### src/rtl/risc_v_alu_pipe.sv
// Two-stage pipelined RISC-V ALU: operand conditioning in stage 1, execute and
// flag generation in stage 2, with valid/ready handshakes and full backpressure.
module risc_v_alu_pipe #(
    parameter int WIDTH = 32,
    parameter int IMM_W = 12
) (
    input  logic             clk,
    input  logic             reset,
    input  logic             in_valid,
    output logic             in_ready,
    input  logic [WIDTH-1:0] x,
    input  logic [WIDTH-1:0] y,
    input  logic             nx,
    input  logic             ix,
    input  logic             sx,
    input  logic             ny,
    input  logic             iy,
    input  logic             sy,
    input  logic [3:0]       opcode,
    output logic             out_valid,
    input  logic             out_ready,
    output logic [WIDTH-1:0] out,
    output logic             zero_flag,
    output logic             negative_flag,
    output logic             carry_flag,
    output logic             overflow_flag,
    output logic             illegal_flag
);

    localparam int SH_W = $clog2(WIDTH);
    localparam logic [WIDTH-1:0] ONE   = {{(WIDTH-1){1'b0}}, 1'b1};
    localparam logic [WIDTH:0]   ONE_C = {{WIDTH{1'b0}}, 1'b1};

    typedef enum logic [3:0] {
        OP_ADD   = 4'd0,
        OP_SUB   = 4'd1,
        OP_SLL   = 4'd2,
        OP_SRL   = 4'd3,
        OP_SRA   = 4'd4,
        OP_EQ    = 4'd5,
        OP_NE    = 4'd6,
        OP_LT    = 4'd7,
        OP_GE    = 4'd8,
        OP_LTU   = 4'd9,
        OP_GEU   = 4'd10,
        OP_AND   = 4'd11,
        OP_OR    = 4'd12,
        OP_XOR   = 4'd13,
        OP_RSV14 = 4'd14,
        OP_RSV15 = 4'd15
    } op_e;

    // Order matters: sign-extend the immediate, then invert, then add one.
    function automatic logic [WIDTH-1:0] condition(input logic [WIDTH-1:0] v,
                                                   input logic neg,
                                                   input logic inc,
                                                   input logic sext);
        logic [WIDTH-1:0] r;
        r = sext ? {{(WIDTH-IMM_W){v[IMM_W-1]}}, v[IMM_W-1:0]} : v;
        if (neg) r = ~r;
        if (inc) r = r + ONE;
        return r;
    endfunction

    logic             s1_valid;
    logic [WIDTH-1:0] s1_a;
    logic [WIDTH-1:0] s1_b;
    op_e              s1_op;

    logic s2_adv;
    logic in_fire;

    assign s2_adv   = !out_valid || out_ready;
    assign in_ready = !s1_valid || s2_adv;
    assign in_fire  = in_valid && in_ready;

    always_ff @(posedge clk) begin
        if (reset) begin
            s1_valid <= 1'b0;
            s1_a     <= '0;
            s1_b     <= '0;
            s1_op    <= OP_ADD;
        end else if (in_fire) begin
            s1_valid <= 1'b1;
            s1_a     <= condition(x, nx, ix, sx);
            s1_b     <= condition(y, ny, iy, sy);
            s1_op    <= op_e'(opcode);
        end else if (s2_adv) begin
            s1_valid <= 1'b0;
        end
    end

    logic [WIDTH:0]   sum;
    logic [WIDTH:0]   dif;
    logic [SH_W-1:0]  sh;
    logic             sign_a;
    logic             sign_b;
    logic             lt_s;
    logic             lt_u;
    logic [WIDTH-1:0] res;
    logic             res_carry;
    logic             res_ovf;
    logic             res_ill;

    always_comb begin
        sum       = {1'b0, s1_a} + {1'b0, s1_b};
        dif       = {1'b0, s1_a} + {1'b0, ~s1_b} + ONE_C;
        sh        = s1_b[SH_W-1:0];
        sign_a    = s1_a[WIDTH-1];
        sign_b    = s1_b[WIDTH-1];
        lt_s      = $signed(s1_a) < $signed(s1_b);
        lt_u      = s1_a < s1_b;
        res       = '0;
        res_carry = 1'b0;
        res_ovf   = 1'b0;
        res_ill   = 1'b0;
        case (s1_op)
            OP_ADD: begin
                res       = sum[WIDTH-1:0];
                res_carry = sum[WIDTH];
                res_ovf   = (sign_a == sign_b) && (sum[WIDTH-1] != sign_a);
            end
            OP_SUB: begin
                // Carry-out of A + ~B + 1 is set exactly when no borrow occurs.
                res       = dif[WIDTH-1:0];
                res_carry = dif[WIDTH];
                res_ovf   = (sign_a != sign_b) && (dif[WIDTH-1] != sign_a);
            end
            OP_SLL:  res = s1_a << sh;
            OP_SRL:  res = s1_a >> sh;
            OP_SRA:  res = WIDTH'($signed(s1_a) >>> sh);
            OP_EQ:   res = {{(WIDTH-1){1'b0}}, s1_a == s1_b};
            OP_NE:   res = {{(WIDTH-1){1'b0}}, s1_a != s1_b};
            OP_LT:   res = {{(WIDTH-1){1'b0}}, lt_s};
            OP_GE:   res = {{(WIDTH-1){1'b0}}, !lt_s};
            OP_LTU:  res = {{(WIDTH-1){1'b0}}, lt_u};
            OP_GEU:  res = {{(WIDTH-1){1'b0}}, !lt_u};
            OP_AND:  res = s1_a & s1_b;
            OP_OR:   res = s1_a | s1_b;
            OP_XOR:  res = s1_a ^ s1_b;
            default: res_ill = 1'b1;
        endcase
    end

    always_ff @(posedge clk) begin
        if (reset) begin
            out_valid     <= 1'b0;
            out           <= '0;
            zero_flag     <= 1'b0;
            negative_flag <= 1'b0;
            carry_flag    <= 1'b0;
            overflow_flag <= 1'b0;
            illegal_flag  <= 1'b0;
        end else if (s2_adv) begin
            out_valid <= s1_valid;
            if (s1_valid) begin
                out           <= res;
                zero_flag     <= (res == '0);
                negative_flag <= res[WIDTH-1];
                carry_flag    <= res_carry;
                overflow_flag <= res_ovf;
                illegal_flag  <= res_ill;
            end
        end
    end

endmodule

### config.mk
export PLATFORM = sky130hd
export DESIGN_NAME = risc_v_alu_pipe
export DESIGN_NICKNAME = d
export VERILOG_FILES = /design/src/rtl/risc_v_alu_pipe.sv
export SDC_FILE = /design/constraint.sdc
export NUM_CORES = 1
export LEC_CHECK = 0
export CAP_MARGIN = 10
export CORE_ASPECT_RATIO = 1.5
export CORE_MARGIN = 5
export CORE_UTILIZATION = 30
export CTS_BUF_LIST = sky130_fd_sc_hd__clkbuf_16
export DETAILED_ROUTE_END_ITERATION = 12
export PLACE_DENSITY = 0.51
export SLEW_MARGIN = 40
export SYNTH_ARGS = -nofsm -noshare
export SYNTH_HDL_FRONTEND = slang
export SYNTH_SLANG_ARGS = --single-unit
### constraint.sdc
create_clock -name clk -period 8.4 [get_ports clk]
set_clock_uncertainty 0.15 [all_clocks]
set_input_delay 1.68 -clock clk [delete_from_list [all_inputs] [get_ports clk]]
set_output_delay 1.68 -clock clk [all_outputs]
set_load 0.02 [all_outputs]
==> flow_summary_export.csv <==
group,metric,value,unit
critical_path,critPathLaunchType,"register",
placement,hpwl,63.2,mm
logic_synthesis,synthFlopType,"dfxtp_1",
routing,wl,81.1,mm
global_route,antenna_found_initial,1,
timing,fin_ws,3040,ps
placement,pre_cts_slack,2950,ps
timing,max_freq,186,MHz
logic_synthesis,synth-async-reset-ratio,0,
clock_network,post_cts_resize_count,0,
routing,dr.pass1.iters,6,
logic_synthesis,synth_edf_count,0,
pwr,p_seq_frac,0.244,
critical_path,cp.buffers_inverters,1,
worst_hold_path,worstHoldPathType,"register to register",
routing,ant_nets,0,
finish,insertedDiodeCount,0,
global_route,globalRouteOverflowTotal,0,
clock_network,clock_sinks,106,
timing,fin_crit_sh,0.638,
finish,utilization,0.337,
critical_path,critPathTopFamily,"compound AO/OA/AOI/OAI gates",
floorplan,ios,117,
finish,area_delta_synth_final,11.3,%
clock_network,path_clk_slew,80,ps
pwr,p_per_area,134,nW/um^2
pwr,p_sw_frac,0.493,
clock_network,cts_tree,"done",
floorplan,dieArea,61300,um^2
clock_network,post-cts-setup-buffers,0,
floorplan,core-area,55800,um^2
logic_synthesis,syn_area,16900,um^2
outcome,status,"finished, final reports clean",
timing,fin_setup_tns,0,ps
logic_synthesis,yosysSeqAreaShare,0.126,
clock_network,clk_latency,410,ps
routing,drtIter0Drc,1773,
floorplan,core.rowCount,106,
critical_path,crit_chain,"inv_1, ha_1, nor2b_1, o311a_1, o211ai_1, a31oi_1, o31ai_2, o21ai_1, a311oi_1, nand4_1, or4_1, nor4_1, a32o_1",
clock_network,root_buffer,"clkbuf_16",
global_route,grt_pass1_wl,119,mm
floorplan,die_w,204,um
timing,max_slew.worst_pin.slew,920,ps
clock_network,htree_levels,3,
floorplan,initial_core_util,0.303,
critical_path,cp_max_fo,34,
critical_path,critPathArrivalTime,5550,ps
routing,vias_per_cell,6.05,
logic_synthesis,ys_seq_elements,106,
placement,io_buffers,116,
timing,post-route-min-period,5360,ps
flow_run,maxCapViolCount,0,
logic_synthesis,synth.distinct_cells,95,
timing,finalSetupViolCount,0,
pwr,power.switching,1.24,mW
logic_synthesis,ys.warnings.count,0,
pwr,p_clk_frac,0.182,
clock_network,cts_buffers,9,
pwr,ir_drop,81.4,uV
finish,nNetsFinal,2474,
pwr,p_int,1.28,mW
clock_network,cts_max_path_buffers,2,
logic_synthesis,synth_nets,2512,
global_route,grt_pass1_vias,17900,
critical_path,required,8590,ps
critical_path,crit_path_end_kind,"register",
placement,gp_congestion,1.10,
timing,grt_setup_unrepaired,"false",
routing,wl_per_cell,26.6,um
timing,slew_viol_final,0,
critical_path,cpMaxStageDelayCell,"ha_1",
timing,maxSlewHeadroom,0.385,
global_route,grtUsageTotal,0.255,
global_route,grt_max_degree,73,
logic_synthesis,synthCells,2324,
logic_synthesis,avgSynthCellArea,7.27,um^2
finish,drive_above_1_share,0.0925,
floorplan,die-height,301,um
timing,hold_violations,0,
critical_path,cp_slowest_stage_delay,630,ps
critical_path,crit_type,"register to register",
clock_network,hold_buffers,0,
pwr,combPwrFrac,0.575,
routing,drc,0,
pwr,p_leak,6.84,nW
routing,vias,18400,
-- cells in the mapped netlist (all sizes together), types with 47 or more instances --
cell type,instances,area (um^2)
mux4,70,1580
inv,112,420
xor2,47,412
a21oi,192,961
nor3,48,240
buf,78,467
nand3,55,275
clkbuf,146,551
nor2,251,942
xnor2,63,552
nand2,232,871
a211oi,88,666
mux2i,51,510
dfxtp,106,2120
ha,108,1350
o21ai,110,551
-- state kept, by name, summed over array words and instances, names as in the netlist --
| register | cells |
|---|---|
| overflow_flag | 1 |
| s1_a | 32 |
| out_valid | 1 |
| carry_flag | 1 |
| s1_valid | 1 |
| s1_b | 32 |
| zero_flag | 1 |
| s1_op | 4 |
| out | 32 |
| illegal_flag | 1 |
-- placed cells by master, fill, tap and decap left out, types with 19 or more instances in the layout --
master / netlist / layout
ha_1: 108 / 108
or3_1: 22 / 22
o21ai_0: 104 / 103
mux2i_1: 51 / 51
inv_1: 111 / 112
buf_4: 10 / 56
o211ai_1: 25 / 25
xnor2_1: 63 / 63
nor2b_1: 22 / 22
nor4_1: 23 / 20
a221oi_1: 19 / 19
a21oi_1: 192 / 192
o31ai_1: 22 / 22
nand2b_1: 30 / 30
a22oi_1: 20 / 20
nor2_1: 251 / 251
nand4_1: 28 / 28
clkdlybuf4s50_1: 0 / 113
nor3_1: 48 / 47
nand3_1: 55 / 55
a21o_1: 24 / 24
a211oi_1: 87 / 86
o22ai_1: 25 / 25
nand2_1: 232 / 231
mux4_2: 68 / 68
a31oi_1: 25 / 24
xor2_1: 47 / 47
mux2_2: 21 / 21
dfxtp_1: 106 / 102
-- cell families (layout without fill, tap and decap cells) --
| logic type | after synthesis | after routing | synth area share |
|---|---|---|---|
| mux | 144 | 144 | 0.140 |
| fa+ha+maj | 110 | 110 | 0.0823 |
| xor+xnor | 110 | 110 | 0.0570 |
| simple gates | 792 | 792 | 0.220 |
| flops | 106 | 106 | 0.126 |
| buf+inv | 338 | 305 | 0.0855 |
| compound gates | 724 | 724 | 0.290 |
-- power groups by stage --
stage	combinational (mW)	clock (mW)	sequential, mW
after global routing	1.54	0.484	0.619
final	1.45	0.457	0.613
after global placement	1.41	0	0.621
after detailed placement	1.42	0	0.623
after floorplan	0.944	0	0.602
after CTS	1.42	0.477	0.611
-- metal layers --
| metal | track usage | part of all wire | vias up | wire [um] |
|---|---|---|---|---|
| li1 | - | - | 8483 | - |
| met1 | 0.293 | 0.38 | 8814 | 30500 |
| met2 | 0.441 | 0.48 | 889 | 39200 |
| met3 | 0.0400 | 0.066 | 239 | 5340 |
| met4 | 0.158 | 0.074 | 2 | 6020 |
| met5 | 0 | 0.00016 | - | 13 |
-- per-stage QoR --
| stage | total power [mW] | instances | cell area, um^2 | hold WS [ps] |
|---|---|---|---|---|
| 6_report | 2.52 | 3047 | 18800 | 314 |
| 5_1_grt | 2.65 | 3047 | 18800 | 339 |
| 4_1_cts | 2.51 | 3047 | 18800 | 316 |
| 3_5_place_dp | 2.04 | 3031 | 18500 | 305 |
| 3_3_place_gp | 2.03 | 3029 | 18500 | 298 |
| 2_1_floorplan | 1.55 | 2324 | 16900 | 299 |
-- path summary, 6_finish.rpt --
kind | from | to | slack, ps | cells after the start
setup / recovery | s1_b[2] | zero_flag | 3040 | 13
hold / removal | out[30] | out[30] | 310 | 2
setup reg to reg | s1_b[2] | zero_flag | 3040 | 13
hold reg to reg | out[30] | out[30] | 310 | 2
-- layout make-up --
type	count	area, um^2
Inverter	114	428
Clock buffer	9	225
Sequential cell	106	2130
Timing Repair Buffer	175	1620
Clock inverter	7	61.3
Multi-Input combinational cell	1880	13400
Tap cell	756	946
Fill cell	6061	37000
-- tightest hold or removal path, stage by stage, from the launching register on --
cell,delay (ps)
dfxtp_1,320
nand2_1,50
a21oi_1,50
No activity file was read; power rests on OpenSTA's default activity.
